$ cat src/rtl/ann_result_decoder.sv
// ---------------------------------------------------------------------------
// ann_result_decoder
//
// Output stage behind the three-layer ANN core. When the ANN finishes
// (start pulse), the final-layer scores are snapshotted and scanned one per
// cycle to find the winning class and the runner-up score. The win margin
// (best - second) decides whether the result is confident; the winning
// digit, or a dash when uncertain, is driven onto the seven-segment display.
//
// Parameters:
//   NUM_CLASSES  number of final-layer scores (2..16)
//   MARGIN       minimum signed (best - second) for a confident result
//
// Ports:
//   clk           in   clock, rising edge
//   n_rst         in   asynchronous active-low reset
//   start         in   one-cycle pulse from the ANN done_processing
//   scores        in   NUM_CLASSES x 16-bit two's complement scores,
//                      sampled only when a scan is launched
//   busy          out  high while a scan is in progress
//   result_valid  out  one-cycle pulse when a new result is registered
//   class_idx     out  index of the winning class
//   uncertain     out  high when the win margin is below MARGIN
//   seven_seg     out  {dp,g,f,e,d,c,b,a}, active-high
// ---------------------------------------------------------------------------
module ann_result_decoder #(
   parameter int NUM_CLASSES = 10,
   parameter int MARGIN      = 64
) (
   input  logic                         clk,
   input  logic                         n_rst,
   input  logic                         start,
   input  logic [NUM_CLASSES-1:0][15:0] scores,
   output logic                         busy,
   output logic                         result_valid,
   output logic [3:0]                   class_idx,
   output logic                         uncertain,
   output logic [7:0]                   seven_seg
);

   typedef enum logic [1:0] {
      IDLE   = 2'd0,
      SCAN   = 2'd1,
      DECIDE = 2'd2
   } state_t;

   localparam logic [3:0]  LAST_IDX   = 4'(NUM_CLASSES - 1);
   localparam logic [15:0] MOST_NEG   = 16'h8000;
   localparam logic [7:0]  SEG_DASH   = 8'h40;

   // Segment pattern for a hexadecimal digit.
   function automatic logic [7:0] seg_pattern(input logic [3:0] digit);
      logic [7:0] pat;
      case (digit)
         4'd0:    pat = 8'h3F;
         4'd1:    pat = 8'h06;
         4'd2:    pat = 8'h5B;
         4'd3:    pat = 8'h4F;
         4'd4:    pat = 8'h66;
         4'd5:    pat = 8'h6D;
         4'd6:    pat = 8'h7D;
         4'd7:    pat = 8'h07;
         4'd8:    pat = 8'h7F;
         4'd9:    pat = 8'h6F;
         4'd10:   pat = 8'h77;
         4'd11:   pat = 8'h7C;
         4'd12:   pat = 8'h39;
         4'd13:   pat = 8'h5E;
         4'd14:   pat = 8'h79;
         4'd15:   pat = 8'h71;
         default: pat = SEG_DASH;
      endcase
      return pat;
   endfunction

   state_t                       state_q,        state_d;
   logic [NUM_CLASSES-1:0][15:0] snap_q,         snap_d;
   logic [15:0]                  best_q,         best_d;
   logic [15:0]                  second_q,       second_d;
   logic [3:0]                   best_idx_q,     best_idx_d;
   logic [3:0]                   cnt_q,          cnt_d;
   logic                         busy_q,         busy_d;
   logic                         result_valid_q, result_valid_d;
   logic [3:0]                   class_idx_q,    class_idx_d;
   logic                         uncertain_q,    uncertain_d;
   logic [7:0]                   seven_seg_q,    seven_seg_d;

   logic [15:0]                  cur_s;
   logic signed [16:0]           diff_s;
   logic signed [31:0]           diff_ext_s;
   logic                         margin_low_s;

   // Score under inspection and win-margin evaluation.
   always_comb begin
      cur_s = 16'h0000;
      for (int i = 0; i < NUM_CLASSES; i++) begin
         cur_s = (cnt_q == 4'(i)) ? snap_q[i] : cur_s;
      end
      // Both operands sign-extended to 17 bits: the full 16-bit signed range
      // difference (7FFF - 8000 = FFFF) fits without overflow.
      diff_s       = {best_q[15], best_q} - {second_q[15], second_q};
      diff_ext_s   = {{15{diff_s[16]}}, diff_s};
      margin_low_s = (diff_ext_s < MARGIN);
   end

   // Next-state and datapath logic of the scan FSM.
   always_comb begin
      state_d     = state_q;
      snap_d      = snap_q;
      best_d      = best_q;
      second_d    = second_q;
      best_idx_d  = best_idx_q;
      cnt_d       = cnt_q;
      class_idx_d = class_idx_q;
      uncertain_d = uncertain_q;
      seven_seg_d = seven_seg_q;

      case (state_q)
         IDLE: begin
            if (start) begin
               snap_d     = scores;
               best_d     = scores[0];
               second_d   = MOST_NEG;
               best_idx_d = 4'd0;
               cnt_d      = 4'd1;
               state_d    = SCAN;
            end else begin
               state_d    = IDLE;
            end
         end
         SCAN: begin
            // Strict compares: on a tie the lower index keeps "best" and the
            // later equal score becomes "second".
            if ($signed(cur_s) > $signed(best_q)) begin
               second_d   = best_q;
               best_d     = cur_s;
               best_idx_d = cnt_q;
            end else if ($signed(cur_s) > $signed(second_q)) begin
               second_d   = cur_s;
            end else begin
               second_d   = second_q;
            end
            if (cnt_q == LAST_IDX) begin
               state_d = DECIDE;
            end else begin
               cnt_d   = cnt_q + 4'd1;
            end
         end
         DECIDE: begin
            uncertain_d = margin_low_s;
            class_idx_d = best_idx_q;
            seven_seg_d = margin_low_s ? SEG_DASH : seg_pattern(best_idx_q);
            state_d     = IDLE;
         end
         default: begin
            state_d = IDLE;
         end
      endcase

      // busy mirrors the registered state; result_valid follows DECIDE.
      busy_d         = (state_d != IDLE);
      result_valid_d = (state_q == DECIDE);
   end

   // State, datapath and output registers.
   always_ff @(posedge clk or negedge n_rst) begin
      if (!n_rst) begin
         state_q        <= IDLE;
         snap_q         <= '0;
         best_q         <= 16'h0000;
         second_q       <= 16'h0000;
         best_idx_q     <= 4'd0;
         cnt_q          <= 4'd0;
         busy_q         <= 1'b0;
         result_valid_q <= 1'b0;
         class_idx_q    <= 4'd0;
         uncertain_q    <= 1'b0;
         seven_seg_q    <= 8'h00;
      end else begin
         state_q        <= state_d;
         snap_q         <= snap_d;
         best_q         <= best_d;
         second_q       <= second_d;
         best_idx_q     <= best_idx_d;
         cnt_q          <= cnt_d;
         busy_q         <= busy_d;
         result_valid_q <= result_valid_d;
         class_idx_q    <= class_idx_d;
         uncertain_q    <= uncertain_d;
         seven_seg_q    <= seven_seg_d;
      end
   end

   assign busy         = busy_q;
   assign result_valid = result_valid_q;
   assign class_idx    = class_idx_q;
   assign uncertain    = uncertain_q;
   assign seven_seg    = seven_seg_q;

endmodule

$ cat config.mk
export PLATFORM = sky130hd
export DESIGN_NAME = ann_result_decoder
export DESIGN_NICKNAME = d
export VERILOG_FILES = /design/src/rtl/ann_result_decoder.sv
export SDC_FILE = /design/constraint.sdc
export NUM_CORES = 1
export LEC_CHECK = 0
export CORE_UTILIZATION = 50
export CTS_CLUSTER_DIAMETER = 100
export DETAILED_ROUTE_END_ITERATION = 12
export GPL_ROUTABILITY_DRIVEN = 1
export PLACE_DENSITY = 0.78
export RECOVER_POWER = 25
export REMOVE_ABC_BUFFERS = 1
export SLEW_MARGIN = 25
export SYNTH_ARGS = -nofsm -noshare
export SYNTH_HDL_FRONTEND = slang
export SYNTH_SLANG_ARGS = --single-unit
$ cat constraint.sdc
create_clock -name clk -period 6.2 [get_ports clk]
set_input_delay 1.24 -clock clk [delete_from_list [all_inputs] [get_ports clk]]
set_output_delay 1.24 -clock clk [all_outputs]
set_load 0.02 [all_outputs]
* Word-level counts from Yosys, hierarchy flattened
Memories as Yosys holds them, arrays and structs flattened.
Cells that the tools add are included.
** Word-level totals
- Bits in registers :: 217
- ROM bits :: 112
- Input port bits :: 163
- Output and inout bits :: 15
- Word-level logic and storage cells :: 76
- Memories :: 1
** Memory list
- (name not given) :: words 16, bits a word 7, rd ports 1, clocked after memory_dff 0, write ports 0, line 54 : case (digit)
** Cells by class
- Add/subtract/negate cells :: 2
- Magnitude comparators :: 3
- Eq/ne operators :: 15
- Multiplexer cells :: 27
- Reduce and logical (&&, ||, !) cells :: 8
** Operators by type and width (number)
- $mux W16 :: 15
- $pmux W16 S2 :: 2
- $gt A16 B16 Y1 :: 2
- $lt A17 B8 Y1 const B :: 1
- $sub A16 B16 Y17 :: 1
- $eq A4 B3 Y1 const B :: 4
- $mux W4 :: 4
- $pmux W4 S2 :: 2
- $reduce_and A3 Y1 :: 3
- $eq A4 B2 Y1 const B :: 2
- $eq A4 B4 Y1 const B :: 2
- $mux W8 :: 1
- $ne A2 B2 Y1 const B :: 3
- $add A4 B1 Y4 const B :: 1
- $eq A4 B1 Y1 const B :: 1
- $logic_not A4 Y1 :: 1
- $pmux W2 S2 :: 1
- $reduce_bool A2 Y1 :: 2
- $ne A3 B3 Y1 const B :: 1
- $eq A2 B1 Y1 const B :: 1
- $eq A2 B2 Y1 const B :: 1
- $logic_not A2 Y1 :: 1
- $mux W2 :: 1
- $reduce_and A2 Y1 :: 1
- $mux W1 :: 1

* Longest topological paths before layout
Gate-level depths: netlist of the first run.
- Depth after elaboration :: 15
- Mapped depth :: 22
- Mapped depth without buffers :: 17

* Worst setup path after synthesis of the first run
OpenSTA, ideal clock, no wires.
- Path type :: reg2reg
- From :: register cnt_q[1]
- To :: register second_q[10]
- Setup time :: 0.126 ns
- Data arrival time :: 4.472 ns
- Data required time :: 6.074 ns
- Slack :: 1.603 ns
- Cell stages (with the launch flop) :: 19
- Buffers on the path :: 3
- Clock period less this slack :: 4.597 ns
- Cells stage by stage :: dfrtp_1 -> inv_1 -> ha_1 -> clkbuf_1 -> nor3b_1 -> clkbuf_1 -> a222oi_1 -> or3_1 -> a21oi_1 -> ha_1 -> and4_1 -> nand3_1 -> or4_1 -> o221ai_1 -> a31oi_1 -> clkbuf_1 -> mux2_2 -> nand2_1 -> mux2i_1
** On the way
- Longest elaborated chain between the ends :: 14
- Elaborated cells on any way between the ends :: 27
- Those cells by class :: 2 x order compare; 10 x eq/ne; 13 x mux; 2 x reduce/logical
** RTL lines
- from (decl) :: line 81 : logic [3:0] cnt_q, cnt_d;
- from (signal assigned) :: line 185 : cnt_q <= cnt_d;
- $logic_not A4 Y1 :: line 97 : cur_s = (cnt_q == 4'(i)) ? snap_q[i] : cur_s;
- $mux W16 (9 in series) :: line 97
- $mux W16 * :: line 97
- $gt A16 B16 Y1, or another cell as far along :: line 134 : if ($signed(cur_s) > $signed(best_q)) begin
- $ne A3 B3 Y1 (no source line) or $mux W16 (tied branches)
- $reduce_and A3 Y1 (no source line) or $pmux W16 S2 (tied branches)
- to (signal assigned) :: line 183 : second_q <= second_d;
- to (decl) :: line 79 : logic [15:0] second_q, second_d;
Mark *: on every way between the ends. The rest lies on a longest branch, timed or not. The select of a mux whose other input is x is not followed.
A chain may end at the register's enable or synchronous reset.

* Worst setup path in the final report of the first run
- From :: register cnt_q[0]
- To :: register second_q[0]
The elaborated chain is that of the path after synthesis.

==> results of run 1 <==
## cells by family after synthesis
kind of cell / Yosys count / share of synthesized area [%]
AOI/OAI and AO/OA: 208 / 12.5
other: 1 / 0.0335
buffers and inverters: 104 / 3.58
muxes: 210 / 20.9
DFF: 216 / 48.3
and+or+nand+nor: 185 / 7.85
adders and majority gates: 56 / 6.26
xor gates and xnor gates: 8 / 0.626
## worst max path at each step
stage                               from                 endpoint  slack [ps]  cells past startpoint
floorplan                          start  second_q[0]$_DFFE_PN0P_      -10860                      4
global placement    cnt_q[0]$_DFFE_PN0P_  second_q[0]$_DFFE_PN0P_        1440                     18
detailed placement  cnt_q[0]$_DFFE_PN0P_  second_q[0]$_DFFE_PN0P_        1270                     18
CTS                 cnt_q[0]$_DFFE_PN0P_  second_q[0]$_DFFE_PN0P_        1250                     18
global route        cnt_q[0]$_DFFE_PN0P_  second_q[0]$_DFFE_PN0P_         800                     18
finish              cnt_q[0]$_DFFE_PN0P_  second_q[0]$_DFFE_PN0P_        1200                     18
## cell usage after synthesis, types with 3 or more instances
cell and count:
dfrtp_1 216, mux2_2 179, nand2_1 83, a21oi_1 68, ha_1 56, clkbuf_1 54, inv_1 44, nor2_1 35
o21ai_0 35, mux2i_1 30, a222oi_1 29, o22ai_1 16, or3_1 14, nor2b_1 10, nand2b_1 8, a21o_1 7
and3_1 6, nand3_1 6, nand4_1 6, o31ai_1 6, a31oi_1 5, o211ai_1 5, nor3_1 4, o21ai_1 4
xnor2_1 4, xor2_1 4, a2111oi_0 3, a211o_1 3, a32oi_1 3, nor3b_1 3, o21a_1 3
## registers in the layout, indices dropped and copies added (netlist names)
name          cells
state_q           2
best_q           16
second_q         16
best_idx_q        4
cnt_q             4
snap_q          160
class_idx         4
uncertain         1
result_valid      1
busy              1
seven_seg         7
## tightest hold or removal path: cells and delay by family (launching register included)
kind / cells / cell delay, ps
DFF: 1 / 340
and+or+nand+nor: 2 / 110
## final cells by class
| cell class | count | area (sq um) |
|---|---|---|
| Clock buffer | 34 | 677 |
| Timing Repair Buffer | 190 | 1890 |
| Tap cell | 280 | 350 |
| Inverter | 45 | 169 |
| Fill cell | 1697 | 7960 |
| Sequential cell | 216 | 5410 |
| Multi-Input combinational cell | 668 | 5410 |
| Clock inverter | 5 | 27.5 |
## routing by layer
metal | part of all wire (%) | track usage, % | routed length [um] | up-vias
met5 | 0 | 0 | 0 | -
met4 | 1.8 | 6.14 | 524 | 0
met3 | 7.5 | 5.75 | 2130 | 45
met2 | 48 | 41.8 | 13600 | 295
met1 | 43 | 34.3 | 12200 | 4169
li1 | - | - | - | 3915
## power by group through the flow
stage	clock network [mW]	logic (mW)	registers, mW
after CTS	1.31	4.80	2.60
after global routing	1.37	5.34	2.69
after floorplan	0	3.75	2.46
final	1.29	4.84	2.62
after detailed placement	0	4.75	2.62
after global placement	0	4.62	2.60
==> out/metrics.yaml, run 1 <==
power:
  p_clk_share_pct: 14.7
  ir_drop_mv: 0.479
  p_switching_mw: 3.56
  netSwitchingFraction_pct: 40.7
  p_int_mw: 5.19
  power.density_mw_per_mm2: 628
  combinationalPowerShare_pct: 55.4
  p_seq_share_pct: 29.9
  p_leak_nw: 6.00
  total_power_mw: 8.75
logic_synthesis:
  ys_types: 62
  synth_edf_count: 0
  syn-cell-area_sq_mm: 0.0112
  synthFlopType: "dfrtp_1"
  ys_seq_elements: 216
  syn_inst: 988
  async_reset_ff_share_pct: 100
  yosysSeqAreaShare_pct: 48.3
  synth_top_area_cell: "dfrtp_1"
  synth_top_area_share_pct: 48.3
  synthTopCellsByArea: "dfrtp_1 (48%), mux2_2 (18%), ha_1 (6.3%)"
  yosys_warnings: 0
  avgSynthCellArea_sq_um: 11.3
detailed_routing:
  avgViaCountPerCell: 5.86
  vias: 8424
  drtIter0Drc: 767
  wire_per_inst_um: 19.7
  ant_nets: 0
  first_pass_iters: 7
  drc: 0
  wl_mm: 28.4
grt:
  grt_usage_pct: 25.5
  grt_overflow: 0
  grt_max_degree: 165
  grt_pass1_vias: 8509
  antenna_found_initial: 0
  grt_pass1_wl_mm: 45.4
place:
  port_buffers: 176
  dp_hpwl_mm: 20.2
  placedInstanceArea_sq_mm: 0.0132
  gp_congestion: 0.891
  post-place-ws_ps: 1270
  placedCellCount: 1398
layout:
  layout_commonest_cell: "dfrtp_1"
  layout_common_cells: "dfrtp_1 (216), mux2_2 (179), clkdlybuf4s50_1 (174)"
  stdcell_area_sq_mm: 0.0139
  final_nets: 1363
  area_growth_pct: 24.4
  final_util_pct: 63.6
  drive_above_1_share_pct: 20.8
  diodes: 0
  instances_no_fill: 1438
critical_path:
  end_kind: "register"
  slowest_stage: "or3_1"
  crit_required_ps: 6600
  r2r_end: "second_q[0]$_DFFE_PN0P_"
  cp_max_fo: 19
  r2r-start: "cnt_q[0]$_DFFE_PN0P_"
  path_class: "register to register"
  path_delay_family: "compound AO/OA/AOI/OAI gates"
  cp.arrival_ps: 5390
  crit_chain: "inv_1 > ha_1 > buf_4 > o31ai_1 > nand2b_1 > or3_1 > a21oi_1 > ha_1 > nor2b_1 > o21ai_0 > a211oi_1 > o41ai_1 > a31oi_1 > buf_4 > a21oi_2 > a21boi_2 > buf_4 > mux2_2"
  rr_worst_depth: 18
  r2r_slack_ps: 1200
  cp_num_buf_inv: 4
  crit_top_cell: "buf_4"
  slowest_delay_ps: 470
  startpoint_type: "register"
clock_tree:
  cts_htree_levels: 1
  cts_hold_buffers: 0
  clockBufferDepth: 3
  cts_tree: "done"
  cts_root_buf: "clkbuf_16"
  cts_resized: 0
  cts.sinks: 216
  clk_pin_slew_ps: 60
  post_cts_buffers: 0
  clkLatencyLatePin_ps: 510
  cts-buffers-inserted: 23
worst_hold_path:
  holdPathEnd: "class_idx[3]$_DFFE_PN0P_"
  hold_path_startpoint: "class_idx[3]$_DFFE_PN0P_"
  min_path_type: "register to register"
  min_path_cells: 2
run:
  cap_violations: 1
sta:
  fin_ws_ps: 1200
  finalSetupViolCount: 0
  fin_crit_sh_pct: 80.6
  maxSlewHeadroom_pct: -164
  fin_crit_ps: 5000
  hold_viol: 0
  fin_skew_ps: 17.8
  fin_hold_ws_ps: 474
  final_max_slew_viol_count: 74
  timing.fmax_mhz: 200
  tns_ps: 0
  worst_pin_slew_ps: 3960
  rsz0062_at_grt: "no"
floorplan:
  dieArea_sq_mm: 0.0230
  io_pins: 178
  die_h_um: 152
  initial_core_util_pct: 51.1
  die_x_um: 152
  core-area_sq_mm: 0.0219
  row_count: 54
status:
  status: "finished with violations"
  violations: "capacitance limit, slew limit"
No activity file was read; power rests on OpenSTA's default activity.
==> run 2, diff against run 1 <==
Clock period 6.2 ns to 5.25 ns, I/O delays scaled along.
==> out/metrics.yaml, run 2 (same netlist as run 1, synthesis figures left out) <==
layout:
  final_nets: 1368
  top_register: "snap_q"
  layout_common_cells: "dfrtp_1 (216), mux2_2 (179), clkdlybuf4s50_1 (174)"
  diodes: 0
  layout_commonest_cell: "dfrtp_1"
  largestRegisters: "snap_q x160, best_q x16, second_q x16"
  drive_above_1_share_pct: 21.1
  area_growth_pct: 25.8
  instances_no_fill: 1445
  fillers: 1741
  largest_register_ffs: 160
  stdcell_area_sq_mm: 0.0141
power:
  total_power_mw: 10.6
  ir_drop_mv: 0.686
  p_leak_nw: 6.07
  power.density_mw_per_mm2: 752
critical_path:
  cp.arrival_ps: 5300
  crit_required_ps: 5680
  cp_max_fo: 14
  startpoint_type: "register"
  cp_num_buf_inv: 2
  path_delay_family: "compound AO/OA/AOI/OAI gates"
  path_class: "register to register"
  slowest_stage: "or3_1"
  slowest_delay_ps: 480
  end_kind: "register"
  crit_chain: "inv_1 > ha_1 > o31ai_1 > nand2b_1 > or3_1 > a21oi_1 > ha_1 > a21oi_1 > o22ai_1 > nor2_1 > o21ai_0 > a2111oi_0 > nand2_1 > a21boi_4 > buf_4 > mux2i_1"
clock_tree:
  clockBufferDepth: 3
  cts.sinks: 216
  clkLatencyLatePin_ps: 520
  clk_pin_slew_ps: 60
  cts_root_buf: "clkbuf_16"
  cts_htree_levels: 1
  post_cts_buffers: 0
  cts-buffers-inserted: 23
  cts_tree: "done"
place:
  gp_congestion: 0.892
  placedInstanceArea_sq_mm: 0.0133
  dp_hpwl_mm: 20.6
  port_buffers: 176
  post-place-ws_ps: 446
  placedCellCount: 1403
sta:
  fin_crit_sh_pct: 92.7
  fin_crit_ps: 4870
  timing.fmax_mhz: 205
  finalSetupViolCount: 0
  final_max_slew_viol_count: 49
  maxSlewHeadroom_pct: -96.1
  worst_pin_slew_ps: 2940
  fin_skew_ps: 7.93
  fin_ws_ps: 382
  rsz0062_at_grt: "no"
  hold_viol: 0
grt:
  grt_overflow: 0
  antenna_found_initial: 0
  grt_max_degree: 129
  grt_usage_pct: 25.6
  grt_pass1_vias: 8470
  grt_pass1_wl_mm: 45.4
detailed_routing:
  vias: 8466
  wire_per_inst_um: 19.7
  wl_mm: 28.5
  ant_nets: 0
  drc: 0
  avgViaCountPerCell: 5.86
  drtIter0Drc: 656
  first_pass_iters: 9
floorplan:
  initial_core_util_pct: 51.1
  io_pins: 178
  die_h_um: 152
  core-area_sq_mm: 0.0219
  row_count: 54
  dieArea_sq_mm: 0.0230
  die_x_um: 152
worst_hold_path:
  min_path_type: "register to register"
run:
  cap_violations: 1
status:
  status: "finished with violations"
  violations: "capacitance limit, slew limit"
## run 2: cell types whose count changed in the layout (fill, tap and decap cells not counted), sizes merged
| cell | previous run | this run |
|---|---|---|
| clkbuf | 35 | 33 |
| bufinv | 0 | 5 |
| clkinv | 5 | 3 |
| buf | 14 | 19 |
| inv | 44 | 45 |
## run 2: final cells by class
class	count	area, sq um	area share (%)
inverters	45	169	1.20
flip-flops and latches	216	5410	38.4
multi-input cells	668	5410	38.4
clock buffers	32	629	4.47
repair buffers	195	1940	13.8
well taps	280	350	2.49
clock inverters	9	176	1.25
## run 2: worst paths after layout
path                                           from                  endpoint  slack [ps]  depth (start not counted)
max                            cnt_q[0]$_DFFE_PN0P_  second_q[11]$_DFFE_PN0P_         380                         16
min                        class_idx[3]$_DFFE_PN0P_  class_idx[3]$_DFFE_PN0P_         470                          2
max reg2reg                    cnt_q[0]$_DFFE_PN0P_  second_q[11]$_DFFE_PN0P_         380                         16
min reg2reg                class_idx[3]$_DFFE_PN0P_  class_idx[3]$_DFFE_PN0P_         470                          2
max in group asynchronous                     n_rst     best_q[1]$_DFFE_PN0P_        2090                          1
min in group asynchronous                     n_rst    snap_q[95]$_DFFE_PN0P_        1490                          1
## run 2: what timing repair did
| action | in CTS | in global routing |
|---|---|---|
| setup endpoints to repair | 0 | 6 |
| hold buffers | 0 | 0 |
| gates resized for setup | 0 | 1 |
## run 2: routing by layer
layer  global-route usage (%)  routed length [um]  vias to the layer above
li1                         -                   -                     3923
met1                     36.0               12500                     4220
met2                     41.8               13800                      280
met3                     2.81                1540                       43
met4                     7.28                 642                        0
met5                        0                   0                        -
## run 2: power by group
part           internal [mW]  total, mW  switching [mW]
registers               2.51       3.06           0.549
logic                   2.76       5.80            3.04
clock network           1.08       1.74           0.654
total                   6.36       10.6            4.24
## run 2: per-stage QoR
step,hold WS (ps),setup TNS [ps],util (%)
after CTS,480,0,64.2
after global placement,460,0,60.6
after floorplan,459,-1866620,-
final,475,0,64.4
after global routing,518,0,64.4
after detailed placement,466,0,60.6
## run 2: worst reg2reg max path: stages, from the launching register on
cell       delay [ps]
dfrtp_1           440
inv_1             110
ha_1              340
o31ai_1           430
nand2b_1          370
or3_1             480
a21oi_1           450
ha_1              360
a21oi_1           160
o22ai_1            90
nor2_1            100
o21ai_0            70
a2111oi_0         390
nand2_1           160
a21boi_4          340
buf_4             270
mux2i_1           220
==> run 3, diff against run 2 <==
==> constraint.sdc (replaced) <==
create_clock -name clk -period 5.25 [get_ports clk]
set_input_delay 1.05 -clock clk [delete_from_list [all_inputs] [get_ports clk]]
set_output_delay 1.05 -clock clk [all_outputs]
set_load 0.05 [all_outputs]
==> results of run 3 <==
Same layout as run 2 (identical final DEF). Status: finished with violations: capacitance limit, slew limit.
Among the figures that moved: total power 10.6 mW -> 10.7 mW
